[src/rtl/instruction_fetch_stage_if.sv]
// Fetch-stage bus bundle: instruction-memory address/data, hazard/branch
// control from the pipeline, and the IF/ID register outputs.
// Optional performance counters are present when IF_PERF_CNT_EN is defined.
interface instruction_fetch_stage_if;
    logic [31:0] Address;
    logic [31:0] Instruction;
    logic        Freeze;
    logic        Flush;
    logic        BranchTaken;
    logic [31:0] BranchAddr;
    logic [31:0] IFID_PC;
    logic [31:0] IFID_Instruction;
    logic        IFID_Valid;
    logic        Halted;
`ifdef IF_PERF_CNT_EN
    logic [31:0] FetchCount;
    logic [31:0] StallCount;
`endif

    // Fetch stage side
    modport master (
        output Address,
        input  Instruction,
        input  Freeze,
        input  Flush,
        input  BranchTaken,
        input  BranchAddr,
        output IFID_PC,
        output IFID_Instruction,
        output IFID_Valid,
`ifdef IF_PERF_CNT_EN
        output FetchCount,
        output StallCount,
`endif
        output Halted
    );

    // Memory / pipeline environment side
    modport slave (
        input  Address,
        output Instruction,
        output Freeze,
        output Flush,
        output BranchTaken,
        output BranchAddr,
        input  IFID_PC,
        input  IFID_Instruction,
        input  IFID_Valid,
`ifdef IF_PERF_CNT_EN
        input  FetchCount,
        input  StallCount,
`endif
        input  Halted
    );
endinterface

[src/rtl/instruction_fetch_stage.sv]
// Instruction fetch stage: owns the PC, drives the combinational instruction
// memory, and loads the IF/ID register. Priority per edge is
// BranchTaken > Flush > Freeze > normal; fetch halts once PC reaches END_ADDR.
// Define IF_PERF_CNT_EN to add FetchCount/StallCount counters.
module instruction_fetch_stage #(
    parameter logic [31:0] RESET_PC = 32'h0000_0000,
    parameter logic [31:0] END_ADDR = 32'h0000_001C,
    parameter logic [31:0] PC_STEP  = 32'd4
) (
    input logic                      clk,
    input logic                      rst_n,
    instruction_fetch_stage_if.master bus
);

    typedef enum logic {RUN, HALT} state_t;

    state_t      state_q, state_d;
    logic [31:0] pc_q, pc_d;
    logic [31:0] ifid_pc_q, ifid_pc_d;
    logic [31:0] ifid_instr_q, ifid_instr_d;
    logic        ifid_valid_q, ifid_valid_d;
    logic        halted_q, halted_d;
    logic [31:0] pc_inc;
    logic [31:0] branch_pc;
    logic        fetch_load;
    logic [1:0]  unused_branch_lo;

    assign pc_inc           = pc_q + PC_STEP;
    assign branch_pc        = {bus.BranchAddr[31:2], 2'b00};
    assign unused_branch_lo = bus.BranchAddr[1:0];

    // Next-state selection for PC, IF/ID register and run/halt state
    always_comb begin
        state_d      = state_q;
        pc_d         = pc_q;
        ifid_pc_d    = ifid_pc_q;
        ifid_instr_d = ifid_instr_q;
        ifid_valid_d = ifid_valid_q;
        fetch_load   = 1'b0;
        if (bus.BranchTaken) begin
            pc_d         = branch_pc;
            ifid_pc_d    = '0;
            ifid_instr_d = '0;
            ifid_valid_d = 1'b0;
            state_d      = (branch_pc >= END_ADDR) ? HALT : RUN;
        end else if (bus.Flush) begin
            ifid_pc_d    = '0;
            ifid_instr_d = '0;
            ifid_valid_d = 1'b0;
            if (!bus.Freeze && state_q == RUN) begin
                pc_d = pc_inc;
                if (pc_inc == END_ADDR) state_d = HALT;
            end
        end else if (!bus.Freeze) begin
            if (state_q == RUN) begin
                ifid_instr_d = bus.Instruction;
                ifid_pc_d    = pc_inc;
                ifid_valid_d = 1'b1;
                fetch_load   = 1'b1;
                pc_d         = pc_inc;
                if (pc_inc == END_ADDR) state_d = HALT;
            end else begin
                // Memory data past the program is never captured
                ifid_instr_d = '0;
                ifid_valid_d = 1'b0;
            end
        end
        halted_d = (state_d == HALT);
    end

    // Pipeline and control registers
    always_ff @(posedge clk or negedge rst_n) begin
        if (!rst_n) begin
            state_q      <= RUN;
            pc_q         <= RESET_PC;
            ifid_pc_q    <= '0;
            ifid_instr_q <= '0;
            ifid_valid_q <= 1'b0;
            halted_q     <= 1'b0;
        end else begin
            state_q      <= state_d;
            pc_q         <= pc_d;
            ifid_pc_q    <= ifid_pc_d;
            ifid_instr_q <= ifid_instr_d;
            ifid_valid_q <= ifid_valid_d;
            halted_q     <= halted_d;
        end
    end

    assign bus.Address          = pc_q;
    assign bus.IFID_PC          = ifid_pc_q;
    assign bus.IFID_Instruction = ifid_instr_q;
    assign bus.IFID_Valid       = ifid_valid_q;
    assign bus.Halted           = halted_q;

`ifdef IF_PERF_CNT_EN
    logic [31:0] fetch_cnt_q, fetch_cnt_d;
    logic [31:0] stall_cnt_q, stall_cnt_d;

    // Counter increments: valid loads and non-branch freeze cycles
    always_comb begin
        fetch_cnt_d = fetch_cnt_q + {31'd0, fetch_load};
        stall_cnt_d = stall_cnt_q + {31'd0, bus.Freeze & ~bus.BranchTaken};
    end

    // Performance counter registers
    always_ff @(posedge clk or negedge rst_n) begin
        if (!rst_n) begin
            fetch_cnt_q <= '0;
            stall_cnt_q <= '0;
        end else begin
            fetch_cnt_q <= fetch_cnt_d;
            stall_cnt_q <= stall_cnt_d;
        end
    end

    assign bus.FetchCount = fetch_cnt_q;
    assign bus.StallCount = stall_cnt_q;
`else
    logic unused_fetch_load;
    assign unused_fetch_load = fetch_load;
`endif

endmodule

[src/flat_wrapper.sv]
// flat-port wrapper written by rule: the top's interface ports become plain ports
module instruction_fetch_stage_flat 
#(
    parameter logic [31:0] RESET_PC = 32'h0000_0000,
    parameter logic [31:0] END_ADDR = 32'h0000_001C,
    parameter logic [31:0] PC_STEP  = 32'd4
)
  (clk, rst_n, bus_Address, bus_Instruction, bus_Freeze, bus_Flush, bus_BranchTaken, bus_BranchAddr, bus_IFID_PC, bus_IFID_Instruction, bus_IFID_Valid, bus_Halted);
  instruction_fetch_stage_if bus_i ();
  input logic clk;
  input logic rst_n;
  output wire logic [$bits(bus_i.Address)-1:0] bus_Address;
  input wire logic [$bits(bus_i.Instruction)-1:0] bus_Instruction;
  input wire logic [$bits(bus_i.Freeze)-1:0] bus_Freeze;
  input wire logic [$bits(bus_i.Flush)-1:0] bus_Flush;
  input wire logic [$bits(bus_i.BranchTaken)-1:0] bus_BranchTaken;
  input wire logic [$bits(bus_i.BranchAddr)-1:0] bus_BranchAddr;
  output wire logic [$bits(bus_i.IFID_PC)-1:0] bus_IFID_PC;
  output wire logic [$bits(bus_i.IFID_Instruction)-1:0] bus_IFID_Instruction;
  output wire logic [$bits(bus_i.IFID_Valid)-1:0] bus_IFID_Valid;
  output wire logic [$bits(bus_i.Halted)-1:0] bus_Halted;
  assign bus_Address = bus_i.Address;
  assign bus_i.Instruction = bus_Instruction;
  assign bus_i.Freeze = bus_Freeze;
  assign bus_i.Flush = bus_Flush;
  assign bus_i.BranchTaken = bus_BranchTaken;
  assign bus_i.BranchAddr = bus_BranchAddr;
  assign bus_IFID_PC = bus_i.IFID_PC;
  assign bus_IFID_Instruction = bus_i.IFID_Instruction;
  assign bus_IFID_Valid = bus_i.IFID_Valid;
  assign bus_Halted = bus_i.Halted;
  instruction_fetch_stage #(.RESET_PC(RESET_PC), .END_ADDR(END_ADDR), .PC_STEP(PC_STEP)) u_core (.clk(clk), .rst_n(rst_n), .bus(bus_i));
endmodule
[config.mk]
export PLATFORM = sky130hd
export DESIGN_NAME = instruction_fetch_stage_flat
export DESIGN_NICKNAME = d
export VERILOG_FILES = /design/src/rtl/instruction_fetch_stage_if.sv /design/src/rtl/instruction_fetch_stage.sv /design/src/flat_wrapper.sv
export SDC_FILE = /design/constraint.sdc
export NUM_CORES = 1
export LEC_CHECK = 0
export ABC_AREA = 1
export BUFFER_PORTS_ARGS = -buffer_cell sky130_fd_sc_hd__buf_2
export CAP_MARGIN = 20
export CORE_ASPECT_RATIO = 1.75
export CORE_MARGIN = 1
export CORE_UTILIZATION = 55
export DETAILED_ROUTE_END_ITERATION = 8
export PLACE_DENSITY_LB_ADDON = 0.05
export SLEW_MARGIN = 20
export SYNTH_ARGS = -nofsm -noshare
export SYNTH_HDL_FRONTEND = slang
export SYNTH_SLANG_ARGS = --single-unit
export TNS_END_PERCENT = 50
[constraint.sdc]
create_clock -name clk -period 2.91 [get_ports clk]
set_clock_uncertainty 0.05 [all_clocks]
set_input_delay 0.291 -clock clk [delete_from_list [all_inputs] [get_ports clk]]
set_output_delay 0.291 -clock clk [all_outputs]
set_load 0.01 [all_outputs]
Yosys cells after proc, flatten, opt, wreduce, memory -nomap -nowiden
Index checks and enable logic that the tools add are counted.
{ "op_classes": {"add_sub_neg": 1, "order_cmp": 1, "n_eq_ne": 5, "n_mux": 23, "n_bitwise": 1, "n_reduce_logical": 5} }
{ "op_table": {"columns": ["op", "count"], "rows": [
  ["2-to-1 mux 32 bit", 11],
  ["adder 32 x 3 -> 32 bit, second input constant", 1],
  ["== test 32 x 5 -> 1 bit, second input constant", 1],
  [">= comparator 32 x 5 -> 1 bit, second input constant", 1],
  ["2-to-1 mux 1 bit", 12],
  ["inequality test 3 x 1 -> 1 bit, second input constant", 3],
  ["AND reduction 3 bit", 2],
  ["inequality test 3 bit, second input constant", 1],
  ["AND reduction 2 bit", 1],
  ["logical AND 1 bit", 1],
  ["logical NOT 1 bit", 1],
  ["inverter 1 bit", 1]
]} }
{ "totals": {"reg_bits": 98, "inputBits": 69, "elab_cells": 41} }

Longest topological paths before layout
{ "depth": {"word_depth": 7, "mapped_depth": 14, "depth_no_buf": 14} }

Least setup slack after synthesis
No wires, ideal clock.
{ "synth_timing": {"path_kind": "reg2reg", "start": "register u_core.pc_q[2] (netlist: u_core.bus.Address[2])", "end": "register u_core.state_q", "t_arrival_ns": 1.725, "t_required_ns": 2.787, "setup_slack_ns": 1.062, "stages_incl_launch_ff": 14, "path_buffers": 0, "cell_sequence": "dfrtp_1 ha_1 nand2_2 nor2_4 nand2_4 nor2_4 nand3_2 nand2_2 nand3_2 nor2_2 nand2_1 nor2_1 nand2_1 a21oi_2"} }
{ "synth_via": {"elab_chain_cells": 7} }
{ "synth_lines": {"columns": ["item", "line_no", "source"], "rows": [
  ["from (decl)", "instruction_fetch_stage.sv:18", "logic [31:0] pc_q, pc_d;"],
  ["from (signal assigned)", "instruction_fetch_stage.sv:82", "pc_q <= pc_d;"],
  ["adder 32 x 3 -> 32 bit (*)", "instruction_fetch_stage.sv:28", "assign pc_inc = pc_q + PC_STEP;"],
  ["== test 32 x 5 -> 1 bit (*)", "instruction_fetch_stage.sv:52, instruction_fetch_stage.sv:61", null],
  ["2-to-1 mux 1 bit", "instruction_fetch_stage.sv:61", "if (pc_inc == END_ADDR) state_d = HALT;"],
  ["2-to-1 mux 1 bit", "instruction_fetch_stage.sv:55", "if (state_q == RUN) begin"],
  ["2-to-1 mux 1 bit", "instruction_fetch_stage.sv:54", "end else if (!bus.Freeze) begin"],
  ["2-to-1 mux 1 bit", "instruction_fetch_stage.sv:46", "end else if (bus.Flush) begin"],
  ["2-to-1 mux 1 bit", "instruction_fetch_stage.sv:40", "if (bus.BranchTaken) begin"],
  ["to (signal assigned)", "instruction_fetch_stage.sv:81", "state_q <= state_d;"],
  ["to (decl)", "instruction_fetch_stage.sv:17", "state_t state_q, state_d;"]
]} }
Mark *: on every way between the ends. The rest lies on a longest branch, timed or not. The select of a mux whose other input is x is not followed.
A chain may end at the register's enable or synchronous reset.

Final worst setup path
Same ends and word-level chain as after synthesis.

==> metrics.txt <==
dominant synthesized flop cell dfrtp_1; CTS Hold Bufs 1; Final Hold Violating Endpoints 0; WS Path Type flop to flop; fraction of registers with async set/reset 100%; clk_lat worst skew ~0.34 ns; Fin Setup TNS 0 ns; pin count of the biggest net entering global routing slightly below 70; post-CTS setup buffer count 0; R2R depth 13; Synth Area in XOR/XNOR less than 1%; post-synth top area cell dfrtp_1; Power per Cell Area a little under 500 nW/µm²; R2R Path Start u_core.bus.Address[2]$_DFFE_PN0P_; Vias 4938; Final Slew Violations 0; grt ovf 0; Required @ worst endpoint between 3 and 4 ns; H-Tree Depth 3; Int Power 2.25 mW; die area 9400 µm²; register area share after synthesis between 40% and 50%; Seq cells post-synth 95; Hold Path Cell Cnt 3; main combinational cell family by area after synthesis simple AND/OR/NAND/NOR gates; Ports around 170; max-cap violations 0; Post-Synthesis Cells 634; RSZ-0062 raised after global routing false; Synth cell types 31; CORE AREA ~8700 µm²; vias in the first global route between 4k and 5k; Mapped Area 4950 µm²; Net Sw Frac a little over a quarter; Synth area leaders dfrtp_1 (48%), nand2_1 (13%), nand3_1 (8.4%), inv_1 (6.4%), o221ai_1 (3.7%); Critical R2R Capture u_core.state_q$_DFFE_PN0P_; WL per Instance ~16 µm; Sequential Power Share 46.1%; Tmin final ~2.2 ns; CTS tree yes; Clock transition at path regs about 0.07 ns; Max FO, Critical Path 7; Num CTS Buffers 9; CP Capture Type flop; IO Port Bufs 162; fillers 710; Synth Area in Adders less than 1%; n_diodes 0; CP arrival 2.41 ns; initial antenna violation count 0; Setup Viol. Count Final 0; ANT nets after route 0; num rows between 40 and 50; share of the synthesized area in the top cell type between 40 and 50%; wire length of the first global-routing pass 23400 µm; share of cells above drive strength 1 between 20% and 30%; DR iter-0 viols approximately 250; status completed; Routed WL approximately 14000 µm; Endpoint, Worst Hold u_core.bus.IFID_Instruction[7]$_DFFE_PN0P_; synth warn 0; detailed-placement wirelength estimate ~11000 µm; gpl congestion around 0.98; CTS max path bufs 2; clock sinks between 90 and 100; HP Start bus_Instruction[7]; Psw around 830 µW; Slew headroom 46.5%; PostCTS Resize Cnt 0; simple-gate area share of the yosys netlist approximately a third; Compound-Gate Fraction of Synth Area 9.76%; CTS root buffer clkbuf_16; chip height about 130 µm; total leakage power 3.30 nW; Worst VDD drop 386 µV; Layout area overhead 25.3%; Pre-antenna DRT Iters 5; Initial Utilization 56.7%; Comb power frac between 10% and 20%; worst hold path class input port to flop; Final #Nets 859; syn_area_per_cell about 7.8 µm²; Design Power roughly 3 mW; R2R Setup Slk around 0.73 ns; EDFF count, synth 0; worst slew pin tran between 0.8 and 0.9 ns; chip width between 70 and 80 µm; Worst setup SP type flop; Clk network pwr share approximately two fifths; multiplexer share of the synthesized area 0%; # DRC 0; routed vias/inst ~5.4; Total GRT Usage between 30% and 40%; Tcrit/Tclk final 75.0%; Max Freq approximately 460 MHz
## sequential cells by signal, summed over array words and instances (netlist names)
register,count
u_core.bus.IFID_Instruction,32
u_core.bus.IFID_PC,31
u_core.bus.Address,30
u_core.bus.IFID_Valid,1
u_core.state_q,1
## cell type report
| type | instances | area, µm² | area share [%] |
|---|---|---|---|
| Sequential cell | 95 | 2380 | 38.3 |
| Clock inverter | 6 | 91.3 | 1.47 |
| Inverter | 85 | 319 | 5.15 |
| Multi-Input combinational cell | 423 | 2140 | 34.4 |
| Timing Repair Buffer | 174 | 906 | 14.6 |
| Tap cell | 117 | 146 | 2.36 |
| Clock buffer | 9 | 225 | 3.63 |
## layout by cell type (no fill, tap or decap), types with 2 or more instances in the layout
master     count
o211ai_1       8
buf_2        161
nor2_2         5
nand3_1       83
conb_1         2
inv_6          3
ha_1           2
nor2_4         7
xor2_1         3
dfrtp_1       95
xnor2_1        2
nand2_1      174
nand2_2        7
nor3_1         3
nand4_1        5
o21ai_1        6
buf_4         12
nand3_2        5
inv_1         85
o221ai_1      21
o22ai_1       28
and2_1         2
nor4_1         6
nor2_1        43
o21ai_0        4
clkbuf_16      9
bufinv_16      2
nand3b_1       2
## worst max-delay path: stages, from the launching register on
cell     delay (ns)
dfrtp_1        0.49
ha_1           0.29
nand3_2        0.16
nor2_4         0.15
nand2_1        0.07
nand2_1        0.12
nand2_1        0.06
nor2_1         0.18
nand3_1        0.11
nor2_2         0.12
nand2_1        0.05
nor2_1         0.08
nand2_1        0.06
a21oi_2        0.11
## cell usage after synthesis, types with 5 or more instances
cell type  count
nand2_1      174
dfrtp_1       95
inv_1         85
nand3_1       83
nor2_1        45
o22ai_1       28
clkbuf_1      22
o221ai_1      21
o211ai_1       8
nand2_2        7
nor2_4         6
nor4_1         6
o21ai_1        6
nand3_2        5
nand4_1        5
o21ai_0        5
## routing by layer
metal | routed length, µm | vias up | global-route usage (%)
li1 | - | 2388 | -
met1 | 5130 | 2292 | 36.3
met2 | 7790 | 213 | 58.3
met3 | 889 | 45 | 7.02
met4 | 631 | 0 | 17.6
met5 | 0 | - | 0
## worst max path at each step
stage / start / to / cells after the start
after floorplan: u_core.bus.Address[2]$_DFFE_PN0P_ / u_core.state_q$_DFFE_PN0P_ / 13
after global placement: u_core.bus.Address[2]$_DFFE_PN0P_ / u_core.state_q$_DFFE_PN0P_ / 13
after detailed placement: u_core.bus.Address[2]$_DFFE_PN0P_ / u_core.state_q$_DFFE_PN0P_ / 13
after CTS: u_core.bus.Address[2]$_DFFE_PN0P_ / u_core.state_q$_DFFE_PN0P_ / 13
after global routing: u_core.bus.Address[2]$_DFFE_PN0P_ / u_core.state_q$_DFFE_PN0P_ / 13
final: u_core.bus.Address[2]$_DFFE_PN0P_ / u_core.state_q$_DFFE_PN0P_ / 13
## metrics by stage
stage,cells,util (%),cell area [µm²],setup slack (ns),hold slack (ns)
floorplan,635,-,4950,1.06,-0.0546
global placement,893,67.3,5870,0.779,0.283
detailed placement,893,67.3,5870,0.719,0.278
CTS,909,71.1,6200,0.701,0.111
global route,909,71.1,6200,0.465,0.124
finish,909,71.1,6200,0.727,0.122
## kinds of logic (layout without fill, tap and decap cells)
kind of cell	count (synthesis)	count (layout)
AND/OR/NAND/NOR	345	345
buffers and inverters	117	274
flip-flops	95	95
AO/OA/AOI/OAI	69	69
XOR/XNOR	5	5
adder cells (fa/ha/maj)	2	2
other	1	2
## power groups by stage
stage	clock network, mW	registers (mW)	logic [mW]
CTS	1.29	1.42	0.393
global placement	0	1.44	0.383
detailed placement	0	1.44	0.388
finish	1.27	1.42	0.392
global route	1.34	1.43	0.440
floorplan	0	1.45	0.197
(Power assumes the default switching activity.)
